<file path="src/rtl/key_sequence_decoder.sv">
// Serial command-key decoder: checks an MSB-first unlock key, then captures
// a mode word. Failed or aborted commands raise err and bump a consecutive
// failure count; reaching MAX_FAILS locks the block until reset.
module key_sequence_decoder #(
  parameter int                 KEY_WIDTH  = 4,
  parameter logic [KEY_WIDTH-1:0] KEY_VALUE = 4'b1010,
  parameter int                 MODE_WIDTH = 1,
  parameter int                 MAX_FAILS  = 3
) (
  input  logic                            clk,
  input  logic                            reset,
  input  logic                            input_key,
  input  logic                            valid_cmd,
  output logic                            active,
  output logic [MODE_WIDTH-1:0]           mode,
  output logic                            err,
  output logic                            locked,
  output logic [$clog2(MAX_FAILS+1)-1:0]  fail_cnt
);

  localparam int CW = $clog2(KEY_WIDTH + MODE_WIDTH + 1);
  localparam int FW = $clog2(MAX_FAILS + 1);
  localparam logic [CW-1:0] KEY_LAST = CW'(KEY_WIDTH);
  localparam logic [CW-1:0] CMD_LAST = CW'(KEY_WIDTH + MODE_WIDTH);
  localparam logic [FW-1:0] FAIL_MAX = FW'(MAX_FAILS);

  typedef enum logic [2:0] {
    S_IDLE, S_KEY, S_MODE, S_DONE, S_FAIL, S_LOCK
  } state_t;

  state_t                r_state;
  logic [KEY_WIDTH-1:0]  r_key;
  logic [MODE_WIDTH-1:0] r_msh;
  logic [CW-1:0]         r_cnt;

  logic [KEY_WIDTH-1:0]  w_key_base;
  logic [KEY_WIDTH-1:0]  w_key_next;
  logic [MODE_WIDTH-1:0] w_mode_next;
  logic [CW-1:0]         w_cnt_next;
  logic [FW-1:0]         w_fail_inc;
  logic                  w_key_phase;
  logic                  w_fail;

  // Next shift values; IDLE starts from an empty word so the first sampled
  // bit lands cleanly even when KEY_WIDTH is 1.
  always_comb begin
    w_key_phase = (r_state == S_IDLE) || (r_state == S_KEY);
    w_key_base  = (r_state == S_IDLE) ? '0 : r_key;
    w_key_next  = (w_key_base << 1) | KEY_WIDTH'(input_key);
    w_mode_next = (r_msh << 1) | MODE_WIDTH'(input_key);
    w_cnt_next  = ((r_state == S_IDLE) ? '0 : r_cnt) + CW'(1);
    w_fail_inc  = (fail_cnt == FAIL_MAX) ? fail_cnt : fail_cnt + FW'(1);
    w_fail      = 1'b0;
    if ((r_state == S_KEY || r_state == S_MODE) && !valid_cmd)
      w_fail = 1'b1;
    else if (w_key_phase && valid_cmd && w_cnt_next == KEY_LAST &&
             w_key_next != KEY_VALUE)
      w_fail = 1'b1;
  end

  // Command FSM with registered outputs; a failure overrides the per-state
  // next-state choice at the bottom of the block.
  always_ff @(posedge clk or posedge reset) begin
    if (reset) begin
      r_state  <= S_IDLE;
      r_key    <= '0;
      r_msh    <= '0;
      r_cnt    <= '0;
      active   <= 1'b0;
      mode     <= '0;
      err      <= 1'b0;
      locked   <= 1'b0;
      fail_cnt <= '0;
    end else begin
      case (r_state)
        S_IDLE, S_KEY: begin
          if (valid_cmd) begin
            if (r_state == S_IDLE) begin
              active <= 1'b0;
              mode   <= '0;
              err    <= 1'b0;
            end
            r_key <= w_key_next;
            r_cnt <= w_cnt_next;
            if (w_cnt_next == KEY_LAST) begin
              r_state <= S_MODE;
              r_msh   <= '0;
            end else begin
              r_state <= S_KEY;
            end
          end
        end
        S_MODE: begin
          if (valid_cmd) begin
            r_msh <= w_mode_next;
            r_cnt <= r_cnt + CW'(1);
            if (r_cnt + CW'(1) == CMD_LAST) begin
              mode     <= w_mode_next;
              active   <= 1'b1;
              fail_cnt <= '0;
              r_state  <= S_DONE;
            end
          end
        end
        S_DONE, S_FAIL: begin
          // Stay here while valid_cmd is held so extra bits are ignored.
          if (!valid_cmd) r_state <= S_IDLE;
        end
        S_LOCK: begin
          locked   <= 1'b1;
          err      <= 1'b1;
          active   <= 1'b0;
          fail_cnt <= FAIL_MAX;
        end
        default: r_state <= S_IDLE;
      endcase

      if (w_fail) begin
        err      <= 1'b1;
        active   <= 1'b0;
        r_key    <= '0;
        r_msh    <= '0;
        r_cnt    <= '0;
        fail_cnt <= w_fail_inc;
        if (w_fail_inc == FAIL_MAX) begin
          locked  <= 1'b1;
          r_state <= S_LOCK;
        end else begin
          r_state <= S_FAIL;
        end
      end
    end
  end

endmodule
</file>
<file path="config.mk">
export PLATFORM = sky130hd
export DESIGN_NAME = key_sequence_decoder
export DESIGN_NICKNAME = d
export VERILOG_FILES = /design/src/rtl/key_sequence_decoder.sv
export SDC_FILE = /design/constraint.sdc
export NUM_CORES = 1
export LEC_CHECK = 0
export CORE_MARGIN = 2
export CORE_UTILIZATION = 45
export DETAILED_ROUTE_END_ITERATION = 10
export PLACE_DENSITY = 0.65
export SYNTH_ARGS = -nofsm -noshare
export SYNTH_HDL_FRONTEND = slang
export SYNTH_SLANG_ARGS = --single-unit
</file>
<file path="constraint.sdc">
create_clock -name clk -period 2.95 [get_ports clk]
set_clock_uncertainty 0.2 [all_clocks]
set_input_delay 0.885 -clock clk [delete_from_list [all_inputs] [get_ports clk]]
set_output_delay 0.885 -clock clk [all_outputs]
set_load 0.05 [all_outputs]
</file>
* After elaboration in Yosys (flattened, before gate mapping) *
Cells that the tools add are included.

storage, ports and cells
  register bits = 15
  word-level logic and storage cells = 94
  output and inout port bits = 6
  bits of input ports = 4

operators by class
  add/subtract/negate cells = 3
  bitwise gates (word level) = 1
  eq/ne operators = 20
  reductions and logical operators = 24
  muxes and demuxes = 38

operators with widths
  operator                                        count
  two-way mux 3 bit                               13
  AND reduction 5 bit                             3
  two-way mux 1 bit                               14
  == test 3 bit (second input constant)           4
  != test 3 bit (second input constant)           4
  case mux 3 bit (4 select lines)                 1
  two-way mux 2 bit                               5
  AND reduction 3 bit                             3
  nonzero test 3 bit                              3
  != test 2 bit (second input constant)           4
  adder 3 x 1 -> 3 bit (second input constant)    2
  == test 3 x 2 -> 1 bit (second input constant)  2
  case mux 3 bit (2 select lines)                 1
  nonzero test 2 bit                              3
  == test 2 bit (second input constant)           2
  logical AND 1 bit                               4
  != test 4 bit (second input constant)           1
  bitwise OR 4 x 1 -> 4 bit                       1
  case mux 1 bit (2 select lines)                 2
  case mux 2 bit (2 select lines)                 1
  nonzero test 4 bit                              1
  OR reduction 2 bit                              2
  == test 3 x 1 -> 1 bit (second input constant)  1
  logical NOT 3 bit                               1
  7 further kinds                                 8

* Logic depth before layout (Yosys ltp) *
  word-level depth = 10
  mapped depth = 11
  depth with buffers taken out = 8

* Least setup slack after synthesis *
OpenSTA, ideal clock, no wires.

  kind = reg-to-reg
  start = reg r_state[0]
  end = reg r_cnt[0]
  slack = 0.537 ns
  library setup time = 0.121 ns
  arrival time = 2.092 ns
  clock period less this slack = 2.413 ns
  path buffers = 3
  data required time = 2.629 ns
  cell stages (with the launch flop) = 12
  cell sequence = dfrtp_1 > buf_6 > buf_2 > nor3_1 > nor2_1 > ha_1 > nand2b_1 > mux2i_1 > and3_1 > buf_6 > mux2i_1 > a22o_1

between the ends
  word-level cells in the longest chain between the ends = 10
  elaborated cells on any way between the ends = 25
  classes of those cells = add/sub (1); eq/ne (6); mux (7); bitwise (1); reduce/logical (10)

RTL lines
  item                                                                  line  source
  start: declaration                                                    31    state_t r_state;
  start signal: assignment                                              65    r_state <= S_IDLE;
  start signal: assignment                                              86    r_state <= S_MODE;
  start signal: assignment                                              89    r_state <= S_KEY;
  logical NOT 3 bit                                                     -
  two-way mux 3 bit                                                     51    w_cnt_next = ((r_state == S_IDLE) ? '0 : r_cnt) + CW'(1);
  adder 3 x 1 -> 3 bit                                                  51
  == test 3 bit                                                         56    else if (w_key_phase && valid_cmd && w_cnt_next == KEY_LAST &&
  logical AND 1 bit (2 in a row)                                        56
  two-way mux 1 bit                                                     56
  two-way mux 1 bit                                                     54    if ((r_state == S_KEY || r_state == S_MODE) && !valid_cmd)
  != test 3 bit (no source line) or nonzero test 3 bit (tied branches)  -
  AND reduction 3 bit (no source line)                                  -
  end signal: assignment                                                84    r_cnt <= w_cnt_next;
  end signal: assignment                                                96    r_cnt <= r_cnt + CW'(1);
  end: declaration                                                      34    logic [CW-1:0] r_cnt;

Several ways; a longest one is shown, not always the timed one. The select of a mux whose other input is x is not followed.
A chain may end at the register's enable or synchronous reset.

* Final worst setup path *
  start = reg fail_cnt[1]
  end = out fail_cnt[1]

RTL lines
  item                      line  source
  start: declaration        18    output logic [$clog2(MAX_FAILS+1)-1:0] fail_cnt
  start signal: assignment  124   fail_cnt <= w_fail_inc;

No word-level cell between the ends.

==> run_results.csv <==
group,metric,value,unit
floorplan,ios,10,
pwr,ir_worst_vdd,655,µV
hold_path,holdCritPathClass,"register to register",
worst_setup_path,worstSetupPathType,"register to primary output",
global_routing,gr-usage-all-layers,0.224,
global_routing,grt-busiest-layer,"met2",
timing,relSlewSlack,0.610,
worst_setup_path,arrival,1.54,ns
clock_network,ctsHoldBuffers,0,
global_routing,grt_max_degree,29,
global_routing,grt_first_pass_wirelength,5.76,mm
global_routing,grtUsageMet3,0.0431,
floorplan,num_rows,19,
global_routing,grt_remaining_overflow,0,
timing,hold_slack,0.294,ns
status,outcome,"complete, no violations",
logic_synthesis,yosys_warnings,0,
layout,fin_nets,171,
logic_synthesis,ys.flop_type,"dfrtp_1",
clock_network,h-tree-depth,1,
layout,drive_gt1_frac,0.0988,
clock_network,cts_buffers,3,
timing,tns,0,ns
pwr,power.density,706,nW/µm²
routing,first_pass_iters,4,
worst_setup_path,worstPathCellList,"clkdlybuf4s50_1",
place,place_congestion,0.893,
clock_network,cts_tree,"done",
worst_setup_path,critPathBufInv,1,
global_routing,grt_use_met2,0.330,
routing,wirelength,3.28,mm
logic_synthesis,synth_seq_cells,15,
routing,drt-initial-drc-count,77,
routing,vias_per_cell,6.42,
layout,synthToLayoutAreaGrowth,9.95,%
logic_synthesis,ys_types,47,
clock_network,worstSkewPairLatency,0.29,ns
layout,final_area,1400,µm²
layout,diodes,0,
logic_synthesis,syn_inst,155,
floorplan,start_util,0.469,
timing,final_max_slew_viol_count,0,
logic_synthesis,syn_area,1270,µm²
routing,wire_per_inst,17.0,µm
clock_network,ctsResizeCount,0,
logic_synthesis,syn_area_per_cell,8.19,µm²
logic_synthesis,seq_area_frac_synth,0.296,
place,buffer_ports.inserted,9,
place,dpl.hpwl,2.33,mm
clock_network,cts_setup_buffers,0,
clock_network,clkSinkCount,15,
clock_network,clk_pin_slew,0.09,ns
timing,fin_crit,2.62,ns
job,drv_cap,0,
timing,period_share,0.889,
worst_setup_path,critPathSlowestCell,"clkdlybuf4s50_1",
worst_setup_path,cp_slowest_stage_delay,0.83,ns
floorplan,die_area,3260,µm²
layout,final_common_cell,"nand2_1",
worst_setup_path,crit_family,"buffers and inverters",
worst_setup_path,path_max_fanout,5,
place,post_dp_cell_area,1370,µm²
timing,finalSetupViolCount,0,
routing,vias,1240,
clock_network,clockRootBuffer,"clkbuf_4",
clock_network,clk_path_buf_depth,2,
floorplan,die_w,57.1,µm
timing,rsz0062_at_grt,"false",
logic_synthesis,synthArstFlopShare,1.00,
floorplan,die_y,57.1,µm
floorplan,core_area,2710,µm²
timing,hold_violations,0,
routing,remaining_drc_errors,0,
global_routing,grt_pass1_vias,1191,
timing,tightestPinTransition,0.585,ns
pwr,p_leak,0.576,nW
routing,drtAntennaViolNets,0,
worst_setup_path,cp-end-kind,"primary output",
global_routing,antenna_found_initial,0,
logic_synthesis,synth_nets,163,
logic_synthesis,synth_edf_count,0,
worst_setup_path,worstPathRequired,1.87,ns
timing,fmax,381,MHz
layout,layout_common_cells,"nand2_1, dfrtp_1, nor2_1",
worst_setup_path,cp-start-kind,"register",
global_routing,grt_util_met1,0.327,
cell type report:
| class | count | area, µm² |
|---|---|---|
| fillers | 259 | 1310 |
| inverters | 7 | 26.3 |
| well taps | 31 | 38.8 |
| repair buffers | 16 | 143 |
| clock buffers | 4 | 26.3 |
| flip-flops and latches | 15 | 375 |
| multi-input cells | 120 | 787 |
synth_stat cells (all sizes together) (3+ instances only):
cell,instances,area share
buf,12,0.061
a22oi,3,0.018
a21oi,9,0.035
nor3,3,0.012
nor2,15,0.050
nand3,3,0.012
dfrtp,15,0.30
ha,4,0.039
a31oi,3,0.015
o21ai,13,0.054
xor2,3,0.021
nand2,19,0.056
mux2i,3,0.024
inv,6,0.018
nand4,5,0.025
o31ai,5,0.033
nand2b,3,0.015
metrics by stage:
stage               utilization  total power, mW  instances  setup slack (ns)
global route              0.515             1.07        193             0.201
detailed placement        0.506            0.858        189             0.130
CTS                       0.515            0.984        193             0.314
floorplan                     -            0.737        155             0.537
finish                    0.515            0.986        193             0.328
global placement          0.506            0.849        189             0.112
kinds of logic (layout without fill, tap and decap cells):
| kind of cell | Yosys count | count (layout) | synth area share |
|---|---|---|---|
| XOR/XNOR | 5 | 5 | 0.0345 |
| multiplexers | 3 | 3 | 0.0236 |
| adder cells (fa/ha/maj) | 4 | 4 | 0.0394 |
| AND/OR/NAND/NOR | 57 | 57 | 0.222 |
| buffers and inverters | 20 | 27 | 0.0847 |
| AO/OA/AOI/OAI | 51 | 51 | 0.301 |
| flip-flops | 15 | 15 | 0.296 |
where the power goes:
part	internal [mW]	leakage (nW)	switching, mW
Clock	0.0526	0.0150	0.0699
Combinational	0.202	0.381	0.370
Sequential	0.251	0.180	0.0407
Total	0.506	0.576	0.481
worst paths after layout:
| path | startpoint | endpoint | slack (ns) | cells after the start |
|---|---|---|---|---|
| min in group asynchronous | reset | r_cnt[0] | 0.75 | 2 |
| max in group asynchronous | reset | r_state[0] | 1.42 | 2 |
| worst min register to register | locked | locked | 0.29 | 2 |
| worst min-delay path | locked | locked | 0.29 | 2 |
| worst max register to register | r_state[2] | r_cnt[0] | 0.38 | 8 |
| worst max-delay path | fail_cnt[1] | fail_cnt[1] | 0.33 | 1 |
routing by layer:
layer / vias to the layer above / wire length, µm
met3: 9 / 218
met1: 589 / 1470
met5: - / 0
li1: 586 / -
met4: 0 / 65
met2: 56 / 1520
registers in the layout, summed over array words and instances (netlist names):
| name | count |
|---|---|
| fail_cnt | 2 |
| r_cnt | 3 |
| mode | 1 |
| locked | 1 |
| active | 1 |
| r_state | 3 |
| r_key | 3 |
| err | 1 |
No activity file was read; power rests on OpenSTA's default activity.
